<file path="config.mk">
export PLATFORM = sky130hd
export DESIGN_NAME = prbs7_lfsr
export DESIGN_NICKNAME = d
export VERILOG_FILES = /design/src/rtl/prbs_pkg.sv /design/src/rtl/prbs7_lfsr.sv
export SDC_FILE = /design/constraint.sdc
export NUM_CORES = 1
export LEC_CHECK = 0
export CELL_PAD_IN_SITES_DETAIL_PLACEMENT = 1
export CELL_PAD_IN_SITES_GLOBAL_PLACEMENT = 1
export CORE_AREA = 2 2 39 41
export DETAILED_ROUTE_END_ITERATION = 16
export DIE_AREA = 0 0 41 43
export GPL_TIMING_DRIVEN = 0
export PLACE_DENSITY = 0.6
export SYNTH_ARGS = -nofsm -noshare
export SYNTH_HDL_FRONTEND = slang
export SYNTH_SLANG_ARGS = --single-unit
</file>
<file path="constraint.sdc">
create_clock -name clk_i -period 1.85 [get_ports clk_i]
set_input_delay 0.37 -clock clk_i [delete_from_list [all_inputs] [get_ports clk_i]]
set_output_delay 0.37 -clock clk_i [all_outputs]
set_load 0.05 [all_outputs]
</file>
<file path="src/rtl/prbs_pkg.sv">
// -----------------------------------------------------------------------------
// prbs_pkg
// Constants and types shared by the PRBS7 (x^7 + x^6 + 1) generator and checker.
//   PRBS_LEN      : LFSR length in bits
//   TAP_A / TAP_B : state bits XORed to predict the next sequence bit
//   SEED_LEN      : number of received bits loaded before prediction is trusted
//   prbs_state_e  : checker state encoding (SEED, HUNT, LOCK)
//   prbs_predict  : next-bit prediction from an LFSR state
// -----------------------------------------------------------------------------
package prbs_pkg;

    localparam int PRBS_LEN = 7;
    localparam int TAP_A    = 6;
    localparam int TAP_B    = 5;
    localparam int SEED_LEN = PRBS_LEN;

    typedef enum logic [1:0] {
        SEED = 2'd0,
        HUNT = 2'd1,
        LOCK = 2'd2
    } prbs_state_e;

    // Bit s[6] is the oldest bit held, s[5] the next oldest: for x^7 + x^6 + 1
    // the next bit is b[n] = b[n-7] ^ b[n-6].
    function automatic logic prbs_predict(input logic [PRBS_LEN-1:0] s);
        return s[TAP_A] ^ s[TAP_B];
    endfunction

endpackage

</file>
<file path="src/rtl/prbs7_lfsr.sv">
// -----------------------------------------------------------------------------
// prbs7_lfsr
// 7-bit PRBS7 shift register shared by the generator and the checker. Each
// enabled cycle shifts one bit into s[0]: either an external bit (used to
// seed/track a received stream) or the LFSR's own prediction (free-running).
//
// Ports
//   clk_i      : clock, rising edge
//   rst_i      : asynchronous active-high reset, clears the register to 0
//   en_i       : shift enable
//   sel_ext_i  : 1 = shift in ext_i, 0 = shift in the prediction
//   ext_i      : external bit
//   state_o    : current register contents s[6:0]
//   pred_o     : prediction of the next sequence bit, s[6] ^ s[5]
// -----------------------------------------------------------------------------
module prbs7_lfsr
    import prbs_pkg::*;
(
    input  logic                clk_i,
    input  logic                rst_i,
    input  logic                en_i,
    input  logic                sel_ext_i,
    input  logic                ext_i,
    output logic [PRBS_LEN-1:0] state_o,
    output logic                pred_o
);

    logic [PRBS_LEN-1:0] s_q;
    logic [PRBS_LEN-1:0] s_d;
    logic                in_bit;

    assign pred_o  = prbs_predict(s_q);
    assign state_o = s_q;
    assign in_bit  = sel_ext_i ? ext_i : pred_o;

    always_comb begin
        s_d = s_q;
        if (en_i) begin
            s_d = {s_q[PRBS_LEN-2:0], in_bit};
        end
    end

    always_ff @(posedge clk_i or posedge rst_i) begin
        if (rst_i) begin
            s_q <= '0;
        end else begin
            s_q <= s_d;
        end
    end

endmodule

</file>
==> impl_metrics.sql <==
INSERT INTO impl_metrics (metric_group, metric, value, unit) VALUES
('critical_path', 'crit_chain', 'clkdlybuf4s50_1', ''),
('clock_network', 'clock-root-buffer', 'sky130_fd_sc_hd__clkbuf_4', ''),
('die', 'num_rows', '14', ''),
('sta', 'rsz0062_at_grt', 'no', ''),
('drt', 'number_of_iterations_in_the_first_detailed_routing_pass', '1', ''),
('die', 'io_pins', '13', ''),
('synth', 'post_synth_instance_area', '294', 'sq um'),
('final_layout', 'final_nets', '41', ''),
('sta', 'fin_setup_tns', '0', 'ns'),
('synth', 'most_frequent_cells_after_synthesis', 'sky130_fd_sc_hd__dfrtp_1 (7), sky130_fd_sc_hd__mux2_2 (6), sky130_fd_sc_hd__nor2b_1 (2)', ''),
('clock_network', 'cts_sinks', '7', ''),
('grt', 'grt_pass1_vias', '208', ''),
('drt', 'post_drt_wl_per_cell', '11.7', 'um'),
('sta', 'final_hold_viol_count', '0', ''),
('clock_network', 'cts_made_buffers', '3', ''),
('synth', 'flip_flop_and_latch_count_after_synthesis', '7', ''),
('drt', 'wl', '595', 'um'),
('final_layout', 'post-route-cell-area', '454', 'sq um'),
('clock_network', 'clock_path_buffers', '2', ''),
('sta', 'worst-slew-pin-transition', '0.504', 'ns'),
('critical_path', 'timing_worst_setup_path_type', 'reg2out', ''),
('critical_path', 'highest_net_fanout_along_the_worst_path', '3', ''),
('place', 'place.detailed.instances', '47', ''),
('sta', 'fin_skew', '0.00808', 'ns'),
('critical_path', 'cp.required', '1.48', 'ns'),
('synth', 'synth_top_area_cell', 'sky130_fd_sc_hd__dfrtp_1', ''),
('grt', 'grt_start_max_net_pins', '10', ''),
('drt', 'initialDrtViolationCount', '0', ''),
('critical_path', 'cp-end-kind', 'output pin', ''),
('synth', 'synthDominantCellAreaShare', '59.6', '%'),
('synth', 'yosysMostFrequentCell', 'sky130_fd_sc_hd__dfrtp_1', ''),
('place', 'placed_area', '432', 'sq um'),
('final_layout', 'antenna-diode-count', '0', ''),
('critical_path', 'setup.worst_path.start_class', 'flop', ''),
('synth', 'syn-mean-instance-area', '14.7', 'sq um'),
('synth', 'synth-seq-area-share', '59.6', '%'),
('sta', 'slew_viol_final', '0', ''),
('final_layout', 'n_fill_cell', '150', ''),
('critical_path', 'timing.critical_path.slowest_cell_delay', '0.81', 'ns'),
('die', 'coreArea', '0.00138', 'sq mm'),
('sta', 'setup_violations', '0', ''),
('die', 'dieHeight', '43', 'um'),
('drt', 'drc_errors', '0', ''),
('status', 'status', 'completed', ''),
('critical_path', 'path_delay_family', 'buffers and inverters', ''),
('grt', 'gr-usage-all-layers', '7.51', '%'),
('synth', 'area_contributors_post_synth', 'sky130_fd_sc_hd__dfrtp_1 (60%), sky130_fd_sc_hd__mux2_2 (23%), sky130_fd_sc_hd__nor2b_1 (4.3%)', ''),
('synth', 'synth_fp_nets', '25', ''),
('final_layout', 'area_added_between_synthesis_and_finish', '54.5', '%'),
('critical_path', 'worst-r2r-setup-slack', '0.85', 'ns'),
('final_layout', 'largest_reg_flops', '7', ''),
('clock_network', 'clkLatencyLatePin', '0.25', 'ns'),
('drt', 'route.detailed.vias_per_inst', '4.27', ''),
('clock_network', 'tritoncts', 'done', ''),
('place', 'gpl.final_weighted_congestion', '0.681', ''),
('critical_path', 'critical_path.slowest_cell', 'sky130_fd_sc_hd__clkdlybuf4s50_1', ''),
('sta', 'worst_slew_margin_rel', '66.3', '%'),
('synth', 'synth_ff_type', 'sky130_fd_sc_hd__dfrtp_1', ''),
('sta', 'maxClockFrequency', '0.559', 'GHz'),
('sta', 'finalCritPeriodShare', '96.8', '%'),
('final_layout', 'layoutNonFillerInstCount', '51', ''),
('synth', 'synth_enable_flop_cells', '0', ''),
('clock_network', 'cts_hold_bufs', '0', ''),
('sta', 'hold_ws', '0.360', 'ns'),
('synth', 'synth_warnings', '0', ''),
('critical_path', 'arrival', '1.42', 'ns'),
('critical_path', 'critical_path.startpoint', 'state_o[4]$_DFFE_PP0P_', ''),
('synth', 'synth-async-reset-ratio', '100', '%'),
('clock_network', 'clock_tree.htree_level_count', '1', ''),
('grt', 'initial_antenna_violation_count', '0', ''),
('grt', 'grt_remaining_overflow', '0', '');
## stage by stage
stage | utilization, % | worst slack, ns
detailed placement | 31.2 | 0.0427
finish | 32.8 | 0.0599
floorplan | - | 0.251
global placement | 31.2 | 0.0711
global route | 32.8 | 0.00983
CTS | 32.8 | 0.0485
## path summary, 6_finish.rpt
check,endpoint,depth (start not counted)
setup / recovery,state_o[4],1
hold / removal,state_o[4]$_DFFE_PP0P_,2
setup reg to reg,state_o[0]$_DFFE_PP0P_,2
hold reg to reg,state_o[3]$_DFFE_PP0P_,1
max in group asynchronous,state_o[3]$_DFFE_PP0P_,2
min in group clk_i,state_o[6]$_DFFE_PP0P_,2
## cell usage in the layout, fill, tap and decap left out
master | synthesis | layout
sky130_fd_sc_hd__mux2_2 | 6 | 6
sky130_fd_sc_hd__dlygate4sd2_1 | 0 | 3
sky130_fd_sc_hd__a211o_1 | 1 | 1
sky130_fd_sc_hd__clkbuf_1 | 0 | 1
sky130_fd_sc_hd__and3_1 | 1 | 1
sky130_fd_sc_hd__xor2_2 | 0 | 1
sky130_fd_sc_hd__inv_1 | 1 | 1
sky130_fd_sc_hd__buf_6 | 1 | 1
sky130_fd_sc_hd__clkdlybuf4s50_1 | 0 | 8
sky130_fd_sc_hd__clkbuf_4 | 0 | 3
sky130_fd_sc_hd__nor2b_1 | 2 | 2
sky130_fd_sc_hd__dfrtp_1 | 7 | 7
## layer usage
layer	vias to the layer above	wire [um]	global-route usage (%)
li1	100	-	-
met1	110	228	5.98
met2	6	321	11.9
met3	2	36	3.14
met4	0	8	8.00
met5	-	0	0
## logic make-up (layout without fill, tap and decap cells)
logic type | Yosys count | after routing | synth area share, %
xor gates and xnor gates | 1 | 1 | 2.98
AOI/OAI and AO/OA | 1 | 1 | 2.98
muxes | 6 | 6 | 23.0
DFF | 7 | 7 | 59.6
buffers and inverters | 2 | 17 | 5.10
and+or+nand+nor | 3 | 3 | 6.38
## cell type report
class	instances	area, sq um	share of cell area [%]
Inverter	1	3.75	0.826
Clock buffer	4	26.3	5.79
Sequential cell	7	175	38.6
Multi-Input combinational cell	11	111	24.5
Tap cell	16	20.0	4.41
Buffer	1	11.3	2.48
Timing Repair Buffer	11	106	23.4
## what timing repair did
action,4_1_cts,5_1_grt
buffers inserted,0,0
endpoints found under the setup margin,3,0
resized for setup,3,0
Power is left out: the tool's default activity adds up to more than one toggle a clock period on the data nets, which glitch-free logic cannot reach.
